==> src/rtl/mult_pkg.sv <==
// Shared types and helpers for the sequential shift-and-add multiplier.
// Operand helpers work on a MAX_W-bit container and are truncated by the caller.
package mult_pkg;

  typedef enum logic [1:0] {
    IDLE = 2'd0,
    CALC = 2'd1,
    FIX  = 2'd2
  } state_e;

  localparam int MAX_W = 64;

  function automatic int calc_n(input int width, input int bpc);
    return width / bpc;
  endfunction

  // Magnitude of a width-bit operand held zero-extended in MAX_W bits.
  // The most-negative value maps to 2^(width-1), which still fits in width bits.
  function automatic logic [MAX_W-1:0] abs_val(input logic [MAX_W-1:0] value,
                                               input logic             signed_mode,
                                               input int               width);
    logic [MAX_W-1:0] mask;
    logic             sign;
    mask = {MAX_W{1'b1}} >> (MAX_W - width);
    sign = |(value & (MAX_W'(1) << (width - 1)));
    if (signed_mode && sign) begin
      return (~value + MAX_W'(1)) & mask;
    end
    return value & mask;
  endfunction

endpackage

==> src/rtl/mult_pp_gen.sv <==
// Partial product of the multiplicand magnitude and BITS_PER_CYCLE multiplier bits.
// Purely combinational; keeps the radix choice out of the FSM and accumulator.
module mult_pp_gen #(
  parameter int WIDTH          = 32,
  parameter int BITS_PER_CYCLE = 1
) (
  input  logic [WIDTH-1:0]                mag_a_i,
  input  logic [BITS_PER_CYCLE-1:0]       bits_i,
  output logic [WIDTH+BITS_PER_CYCLE-1:0] pp_o
);

  always_comb begin
    pp_o = '0;
    for (int i = 0; i < BITS_PER_CYCLE; i++) begin
      if (bits_i[i]) begin
        pp_o = pp_o + ({{BITS_PER_CYCLE{1'b0}}, mag_a_i} << i);
      end
    end
  end

endmodule

==> src/rtl/mult_shift_add_seq.sv <==
// Sequential shift-and-add multiplier, signed/unsigned, valid/ready in, one-cycle out_valid pulse.
// Latency N+1 (N = WIDTH/BITS_PER_CYCLE); MULT_SHIFT_ADD_SEQ_EARLY_TERM_EN stops once the multiplier drains.
module mult_shift_add_seq
  import mult_pkg::*;
#(
  parameter int WIDTH          = 32,
  parameter int BITS_PER_CYCLE = 1
) (
  input  logic                 clk,
  input  logic                 rst_n,
  input  logic                 in_valid,
  output logic                 in_ready,
  input  logic                 signed_mode,
  input  logic [WIDTH-1:0]     a,
  input  logic [WIDTH-1:0]     b,
  output logic                 out_valid,
  output logic                 busy,
  output logic [2*WIDTH-1:0]   p
);

  localparam int N  = calc_n(WIDTH, BITS_PER_CYCLE);
  localparam int CW = (N > 1) ? $clog2(N) : 1;

  state_e                          state_q;
  logic [WIDTH-1:0]                mag_a_q;
  logic [WIDTH-1:0]                mplr_q;
  logic                            neg_q;
  logic [2*WIDTH-1:0]              acc_q;
  logic [2*WIDTH-1:0]              p_q;
  logic [CW-1:0]                   cnt_q;
  logic                            out_valid_q;

  logic [WIDTH-1:0]                mag_a_d;
  logic [WIDTH-1:0]                mag_b_d;
  logic                            neg_d;
  logic [WIDTH+BITS_PER_CYCLE-1:0] pp;
  logic [2*WIDTH-1:0]              acc_d;
  logic [WIDTH-1:0]                mplr_d;
  logic                            last_iter;

  assign mag_a_d = WIDTH'(abs_val(MAX_W'(a), signed_mode, WIDTH));
  assign mag_b_d = WIDTH'(abs_val(MAX_W'(b), signed_mode, WIDTH));
  assign neg_d   = signed_mode & (a[WIDTH-1] ^ b[WIDTH-1]);

  mult_pp_gen #(
    .WIDTH          (WIDTH),
    .BITS_PER_CYCLE (BITS_PER_CYCLE)
  ) u_pp_gen (
    .mag_a_i (mag_a_q),
    .bits_i  (mplr_q[BITS_PER_CYCLE-1:0]),
    .pp_o    (pp)
  );

  // Partial product lands at bit cnt*BITS_PER_CYCLE of the accumulator.
  always_comb begin
    acc_d     = acc_q + ({{(WIDTH-BITS_PER_CYCLE){1'b0}}, pp} << (int'(cnt_q) * BITS_PER_CYCLE));
    mplr_d    = mplr_q >> BITS_PER_CYCLE;
    last_iter = (cnt_q == CW'(N - 1));
`ifdef MULT_SHIFT_ADD_SEQ_EARLY_TERM_EN
    last_iter = last_iter | (mplr_d == '0);
`endif
  end

  always_ff @(posedge clk or negedge rst_n) begin
    if (!rst_n) begin
      state_q     <= IDLE;
      mag_a_q     <= '0;
      mplr_q      <= '0;
      neg_q       <= 1'b0;
      acc_q       <= '0;
      p_q         <= '0;
      cnt_q       <= '0;
      out_valid_q <= 1'b0;
    end else begin
      case (state_q)
        IDLE: begin
          out_valid_q <= 1'b0;
          if (in_valid) begin
            mag_a_q <= mag_a_d;
            mplr_q  <= mag_b_d;
            neg_q   <= neg_d;
            acc_q   <= '0;
            cnt_q   <= '0;
`ifdef MULT_SHIFT_ADD_SEQ_EARLY_TERM_EN
            if (mag_b_d == '0) begin
              state_q     <= FIX;
              out_valid_q <= 1'b1;
              p_q         <= '0;
            end else begin
              state_q <= CALC;
            end
`else
            state_q <= CALC;
`endif
          end
        end
        CALC: begin
          acc_q  <= acc_d;
          mplr_q <= mplr_d;
          cnt_q  <= cnt_q + CW'(1);
          // Product is registered on the way into FIX so p is valid alongside out_valid.
          if (last_iter) begin
            state_q     <= FIX;
            out_valid_q <= 1'b1;
            p_q         <= neg_q ? ('0 - acc_d) : acc_d;
          end
        end
        FIX: begin
          out_valid_q <= 1'b0;
          state_q     <= IDLE;
        end
        default: begin
          out_valid_q <= 1'b0;
          state_q     <= IDLE;
        end
      endcase
    end
  end

  assign in_ready  = (state_q == IDLE);
  assign busy      = (state_q == CALC) || (state_q == FIX);
  assign out_valid = out_valid_q;
  assign p         = p_q;

endmodule

==> config.mk <==
export PLATFORM = sky130hd
export DESIGN_NAME = mult_shift_add_seq
export DESIGN_NICKNAME = d
export VERILOG_FILES = /design/src/rtl/mult_pkg.sv /design/src/rtl/mult_pp_gen.sv /design/src/rtl/mult_shift_add_seq.sv
export SDC_FILE = /design/constraint.sdc
export NUM_CORES = 1
export LEC_CHECK = 0
export CAP_MARGIN = 30
export CORE_UTILIZATION = 48
export CTS_BUF_LIST = sky130_fd_sc_hd__clkbuf_2
export DETAILED_ROUTE_END_ITERATION = 12
export PLACE_DENSITY = 0.68
export SYNTH_ARGS = -nofsm -noshare
export SYNTH_HDL_FRONTEND = slang
export SYNTH_SLANG_ARGS = --single-unit
==> constraint.sdc <==
create_clock -name clk -period 7.05 [get_ports clk]
set_input_delay 0.705 -clock clk [delete_from_list [all_inputs] [get_ports clk]]
set_output_delay 0.705 -clock clk [all_outputs]
set_load 0.05 [all_outputs]
; After elaboration in Yosys (flattened, before gate mapping)
; Cells that the tools add are included.
[totals]
register_bits = 201
input_bits = 68
[classes]
n_addsub = 5
n_eq_ne = 5
shifts = 1
mux = 19
bitwise = 4
reduce_logical = 9
[op_table]
columns = cell, count
row1 = 2-to-1 mux 32 bit, 6
row2 = 2-to-1 mux 64 bit, 2
row3 = one-hot mux 64 bit (2 select lines), 1
row4 = "adder 32 x 1 -> 32 bit, second input constant", 2
row5 = adder 64 bit, 1
row6 = inverter 32 bit, 2
row7 = one-hot mux 32 bit (2 select lines), 1
row8 = << shifter 33 x 5 -> 64 bit, 1
row9 = "subtractor 1 x 64 -> 64 bit, first input constant", 1
row10 = one-hot mux 5 bit (2 select lines), 1
row11 = AND reduction 2 bit, 4
row12 = "adder 5 x 1 -> 5 bit, second input constant", 1
row13 = "equality test 5 bit, second input constant", 1
row14 = 2-to-1 mux 5 bit, 1
row15 = 2-to-1 mux 1 bit, 4
row16 = 2-to-1 mux 2 bit, 2
row17 = "!= test 2 bit, second input constant", 2
row18 = one-hot mux 2 bit (2 select lines), 1
row19 = "equality test 2 x 1 -> 1 bit, second input constant", 1
row20 = "equality test 2 bit, second input constant", 1
row21 = logical AND 1 bit, 2
row22 = logical NOT 2 bit, 1
row23 = nonzero test 2 bit, 1
row24 = AND 1 bit, 1
row25 = other kinds (2), 2

; Depth between registers and ports, before layout
[logic_depth]
ltp_word = 6
ltp_mapped = 26

; Cells and area by module
; Synthesis repeated with hierarchy kept, for this count alone.
[hier_totals]
hier_cells = 2168
area_unflattened_um2 = 17235.3
[by_module_without_submodules]
columns = module, instances, cells_per_inst, area_per_inst_um2, seq_area_each_um2
row1 = mult_shift_add_seq, 1, 2131, 16968.8, 5029.8
row2 = mult_pp_gen, 1, 37, 266.5, 0.0

; Worst setup path after synthesis
; No wires, ideal clock.
[synth_timing]
kind = flip-flop to flip-flop
from = reg cnt_q[0]
to = reg p_q[38] (netlist: p[38])
setup_time_ns = 0.131
arrival_time_ns = 5.767
required_ns = 6.919
path_slack_ns = 1.153
path_stages_with_launch = 26
path_buffers = 5
period_less_slack_ns = 5.897
path_cell_list = dfrtp_1 clkbuf_1 buf_1 clkbuf_1 mux2i_1 nand2_1 o21ai_0 nor2_1 o21a_1 mux2i_1 nor2_1 ha_1 buf_2 nand4_1 o22ai_2 a211oi_4 and3_1 o22ai_1 or4b_1 or4_1 buf_2 or4_1 or2_1 o31ai_1 xor2_1 o21ai_1
[synth_via]
elab_chain_len = 4
word_cells_on_any_way = 6
[synth_lines]
columns = element, line_no
row1 = "start, declared", mult_shift_add_seq.sv:30  ; logic [CW-1:0] cnt_q;
row2 = "start signal, assigned", mult_shift_add_seq.sv:100  ; cnt_q <= cnt_q + CW'(1);
row3 = << shifter 33 x 5 -> 64 bit, mult_shift_add_seq.sv:56  ; acc_d = acc_q + ({{(WIDTH-BITS_PER_CYCLE){1'b0}}, pp} << (int'(cnt_q) * BITS_PER_CYCLE));
row4 = adder 64 bit, mult_shift_add_seq.sv:56
row5 = subtractor 1 x 64 -> 64 bit, mult_shift_add_seq.sv:105  ; p_q <= neg_q ? ('0 - acc_d) : acc_d;
row6 = 2-to-1 mux 64 bit, mult_shift_add_seq.sv:105
row7 = "end signal, assigned", mult_shift_add_seq.sv:105
row8 = "end, declared", mult_shift_add_seq.sv:29  ; logic [2*WIDTH-1:0] p_q;
; Several ways; a longest one is shown, not always the timed one.
; A chain may end at the register's enable or synchronous reset.

; Worst setup path in the final report
[layout_timing]
from = reg cnt_q[1]
to = reg p_q[56] (netlist: p[56])
; Same word-level chain as after synthesis.

==> flow_summary.toml <==
[run_status]
run_status = "completed"

[logic_synthesis]
synth_largest_type_area_fraction_pct = 29.6
synth.yosys.warnings = 0
netlist.top_cell.by_area = "sky130_fd_sc_hd__dfrtp_1"
synth_sequential_area_ratio_pct = 29.6
syn_nets = 2339
syn-instance-count = 2200
synth_edf_count = 0
post_synth.cell_area_avg_sq_um = 7.72
synth-async-reset-ratio_pct = 100
ys_top_cells_by_area = "sky130_fd_sc_hd__dfrtp_1, sky130_fd_sc_hd__o21ai_0, sky130_fd_sc_hd__nand2_1, sky130_fd_sc_hd__ha_1, sky130_fd_sc_hd__a21oi_1"
post_synth_num_cell_types = 86
yosys_register_bits = 201
synth_area_sq_mm = 0.0170
yosys_most_used_dff = "sky130_fd_sc_hd__dfrtp_1"

[floorplan]
start_util_pct = 48.9
pin_count = 135
die_width_um = 190
floorplan.core_area_sq_mm = 0.0347
die_height_um = 190
design.die.area_sq_mm = 0.0362
row_count = 68

[worst_setup_path]
timing.rr.end = "p[56]"
critical_path_required_ps = 7850
cells_on_worst_reg2reg_path = 19
timing.critical_path.to_type = "flip-flop"
worst-path-stages = 19
worst_setup_path_startpoint = "cnt_q[1]"
cpMaxStageDelayCell = "sky130_fd_sc_hd__dfrtp_1"
path_common_cell = "sky130_fd_sc_hd__buf_4"
crit-reg2reg-launch = "cnt_q[1]"
criticalPathCategory = "flip-flop to flip-flop"
reg2reg_slack_ps = 370
arrival_ps = 7480
critical_path_s_top_delay_family = "simple AND/OR/NAND/NOR gates"
crit_path_capture = "p[56]"
path_cells = "buf_4 -> mux4_2 -> a31o_2 -> mux2i_1 -> o22ai_1 -> ha_1 -> nand4_1 -> nor3_1 -> nand3_1 -> a31oi_2 -> nor2_1 -> xnor2_1 -> or4_1 -> nor4_4 -> nand4b_1 -> buf_4 -> o21ai_0 -> xor2_1 -> mux2_2"
critPathLaunchType = "flip-flop"
critPathMaxStageDelay_ps = 950
critical_path_buf_inv_count = 2
timing.critical_path.fanout_max = 34

[final_layout]
post_route_cells_drive_above_1_share_pct = 9.08
filler_cell_count = 3391
layout-area-overhead-vs-synth_pct = 13.9
postLayoutCellArea_sq_mm = 0.0193
design.final.nets = 2444

[global_route]
first_global_vias = 16002
wire_length_of_the_first_global_routing_pass_um = 86200
maximum_number_of_pins_on_one_net_before_global_route_repair = 96
groute.usage.overall_pct = 30.3
grt_antenna_before_repair = 2
grt_overflow = 0

[drt]
drtAntennaViolNets = 0
drt-initial-drc-count = 1455
route.detailed.wl_per_inst_um = 19.7
num_vias = 17023
drtPass1Iterations = 5
via_per_inst = 6.08
drc_errors = 0
drt_wl_total_um = 55100

[timing]
post-route-min-period_ps = 6680
timing.max_slew.rel_slack_pct = 37.9
worstMarginPinSlew_ps = 931
timing.fmax_mhz = 150
skew_ps = 60.5
finalSetupViolCount = 0
drv_slew = 0
min_period_over_period_pct = 94.8
report.final.hold_viol_count = 0
final.setup.tns_ps = 0
worst_hold_slack_ps = 351

[power_and_ir_drop]
worst_ir_drop_vdd_uv = 268
cellLeakagePower_nw = 8.07
power.density_cell_area_mw_per_mm2 = 401

[clock_network]
clk-insertion-delay-late_ps = 930
postCtsSetupBuffers = 0
clkSlewWorstSetupHoldPaths_ps = 120
tritoncts = "built"
h-tree-depth = 2
cts_root_buffer = "sky130_fd_sc_hd__clkbuf_2"
clkSinkCount = 201
tritoncts.num_buffers = 55
clock_path_buffers = 3

[min_path]
hold_path_class = "input pin to asynchronous set/reset pin"

[placed_design]
placed_area_sq_mm = 0.0188
buffers_added_on_ports = 134
dp_hpwl_um = 42500
gp_congestion = 1.01

[job]
max_cap_violations = 0
## synthesized netlist by cell type (6+ instances only)
cell type / number
sky130_fd_sc_hd__buf_2: 7
sky130_fd_sc_hd__o31ai_1: 29
sky130_fd_sc_hd__a21o_1: 20
sky130_fd_sc_hd__clkbuf_1: 128
sky130_fd_sc_hd__or4_1: 13
sky130_fd_sc_hd__a22o_1: 48
sky130_fd_sc_hd__mux4_2: 10
sky130_fd_sc_hd__a211oi_1: 11
sky130_fd_sc_hd__o211ai_1: 16
sky130_fd_sc_hd__nand4_1: 34
sky130_fd_sc_hd__o21a_1: 9
sky130_fd_sc_hd__o21ai_1: 21
sky130_fd_sc_hd__o21ai_0: 275
sky130_fd_sc_hd__a31o_2: 9
sky130_fd_sc_hd__o41ai_1: 11
sky130_fd_sc_hd__nor2_1: 196
sky130_fd_sc_hd__nand2_1: 325
sky130_fd_sc_hd__nor2b_1: 7
sky130_fd_sc_hd__nand3_1: 50
sky130_fd_sc_hd__o22ai_1: 20
sky130_fd_sc_hd__a31oi_1: 23
sky130_fd_sc_hd__nor4_1: 22
sky130_fd_sc_hd__nor3_1: 34
sky130_fd_sc_hd__buf_1: 8
sky130_fd_sc_hd__mux2i_1: 43
sky130_fd_sc_hd__or2_2: 6
sky130_fd_sc_hd__nand2b_1: 18
sky130_fd_sc_hd__dfrtp_1: 201
sky130_fd_sc_hd__or3_1: 13
sky130_fd_sc_hd__and4_1: 11
sky130_fd_sc_hd__xnor2_1: 68
sky130_fd_sc_hd__and3_1: 12
sky130_fd_sc_hd__mux2_2: 15
sky130_fd_sc_hd__ha_1: 70
sky130_fd_sc_hd__and2_1: 24
sky130_fd_sc_hd__xor2_1: 89
sky130_fd_sc_hd__inv_1: 37
sky130_fd_sc_hd__a21oi_1: 170
sky130_fd_sc_hd__o21bai_1: 6
## where the power goes
group / internal (mW) / switching, mW / leakage, nW
sequential: 1.44 / 0.301 / 2.67
combinational: 1.82 / 3.33 / 5.01
clock: 0.347 / 0.528 / 0.388
total: 3.61 / 4.15 / 8.07
## per-stage QoR
| stage | instances | utilization (%) | setup WS (ps) | power [mW] |
|---|---|---|---|---|
| after floorplan | 2200 | - | 1150 | 5.31 |
| final | 2802 | 55.7 | 369 | 7.77 |
| after global routing | 2802 | 55.7 | -23.5 | 8.38 |
| after CTS | 2801 | 55.7 | 114 | 7.70 |
| after global placement | 2701 | 54.1 | 58.0 | 6.72 |
| after detailed placement | 2702 | 54.2 | -75.9 | 6.79 |
## per-layer routing
layer  part of all wire [%]  global-route usage [%]  vias to the layer above
met5                  0.049                       0                        -
met4                    3.1                    10.8                        2
met3                    6.9                    4.52                       91
met2                     44                    47.7                      635
met1                     46                    42.2                     8065
li1                       -                       -                     8230
## cell families after synthesis
| logic type | count (synthesis) | share of synthesized area (%) |
|---|---|---|
| buffers and inverters | 182 | 4.12 |
| AND/OR/NAND/NOR | 790 | 21.5 |
| AO/OA/AOI/OAI | 730 | 26.4 |
| adder cells (fa/ha/maj) | 71 | 5.27 |
| flip-flops | 201 | 29.6 |
| multiplexers | 68 | 4.85 |
| XOR/XNOR | 158 | 8.19 |
## sequential cells by signal (all words and copies together), names as in the netlist
name	count
state_q	2
mag_a_q	32
cnt_q	5
acc_q	64
mplr_q	32
neg_q	1
out_valid	1
p	64
## timing repair
action                                  in CTS  in global routing
hold buffers                                 1                  0
resized for setup                            1                  6
endpoints found under the hold margin       62                  0
endpoints found under the setup margin      17                 23
## area by class of cell
cell class                 instances  area [sq um]  area share (%)
antenna                            1          2.50          0.0129
clock buffer                      80           400            2.07
clock inverter                    18           108           0.556
inverter                          38           143           0.737
multi-input combinational       1817         11300            58.4
sequential                       201          5030            26.0
tap                              455           569            2.94
timing repair buffer             192          1790            9.27
## how the worst min path moves through the flow
stage,cells after the start,end,startpoint,slack (ps)
2_1_floorplan,0,acc_q[0],rst_n,410
5_1_grt,2,acc_q[3],rst_n,310
6_report,2,p[17],rst_n,350
3_3_place_gp,2,p[9],p[9],460
3_5_place_dp,2,p[53],p[53],470
4_1_cts,2,p[2],rst_n,260
## cells in the final DEF, fill, tap and decap left out, types with 67 or more instances in the layout
master                            synthesis  final
sky130_fd_sc_hd__xor2_1                  89     89
sky130_fd_sc_hd__nand2_1                325    324
sky130_fd_sc_hd__a21oi_1                170    169
sky130_fd_sc_hd__o21ai_0                275    274
sky130_fd_sc_hd__clkbuf_2                 0     80
sky130_fd_sc_hd__clkdlybuf4s50_1          0    133
sky130_fd_sc_hd__xnor2_1                 68     68
sky130_fd_sc_hd__nor2_1                 196    196
sky130_fd_sc_hd__ha_1                    70     67
sky130_fd_sc_hd__dfrtp_1                201    199
(Power assumes the default switching activity.)
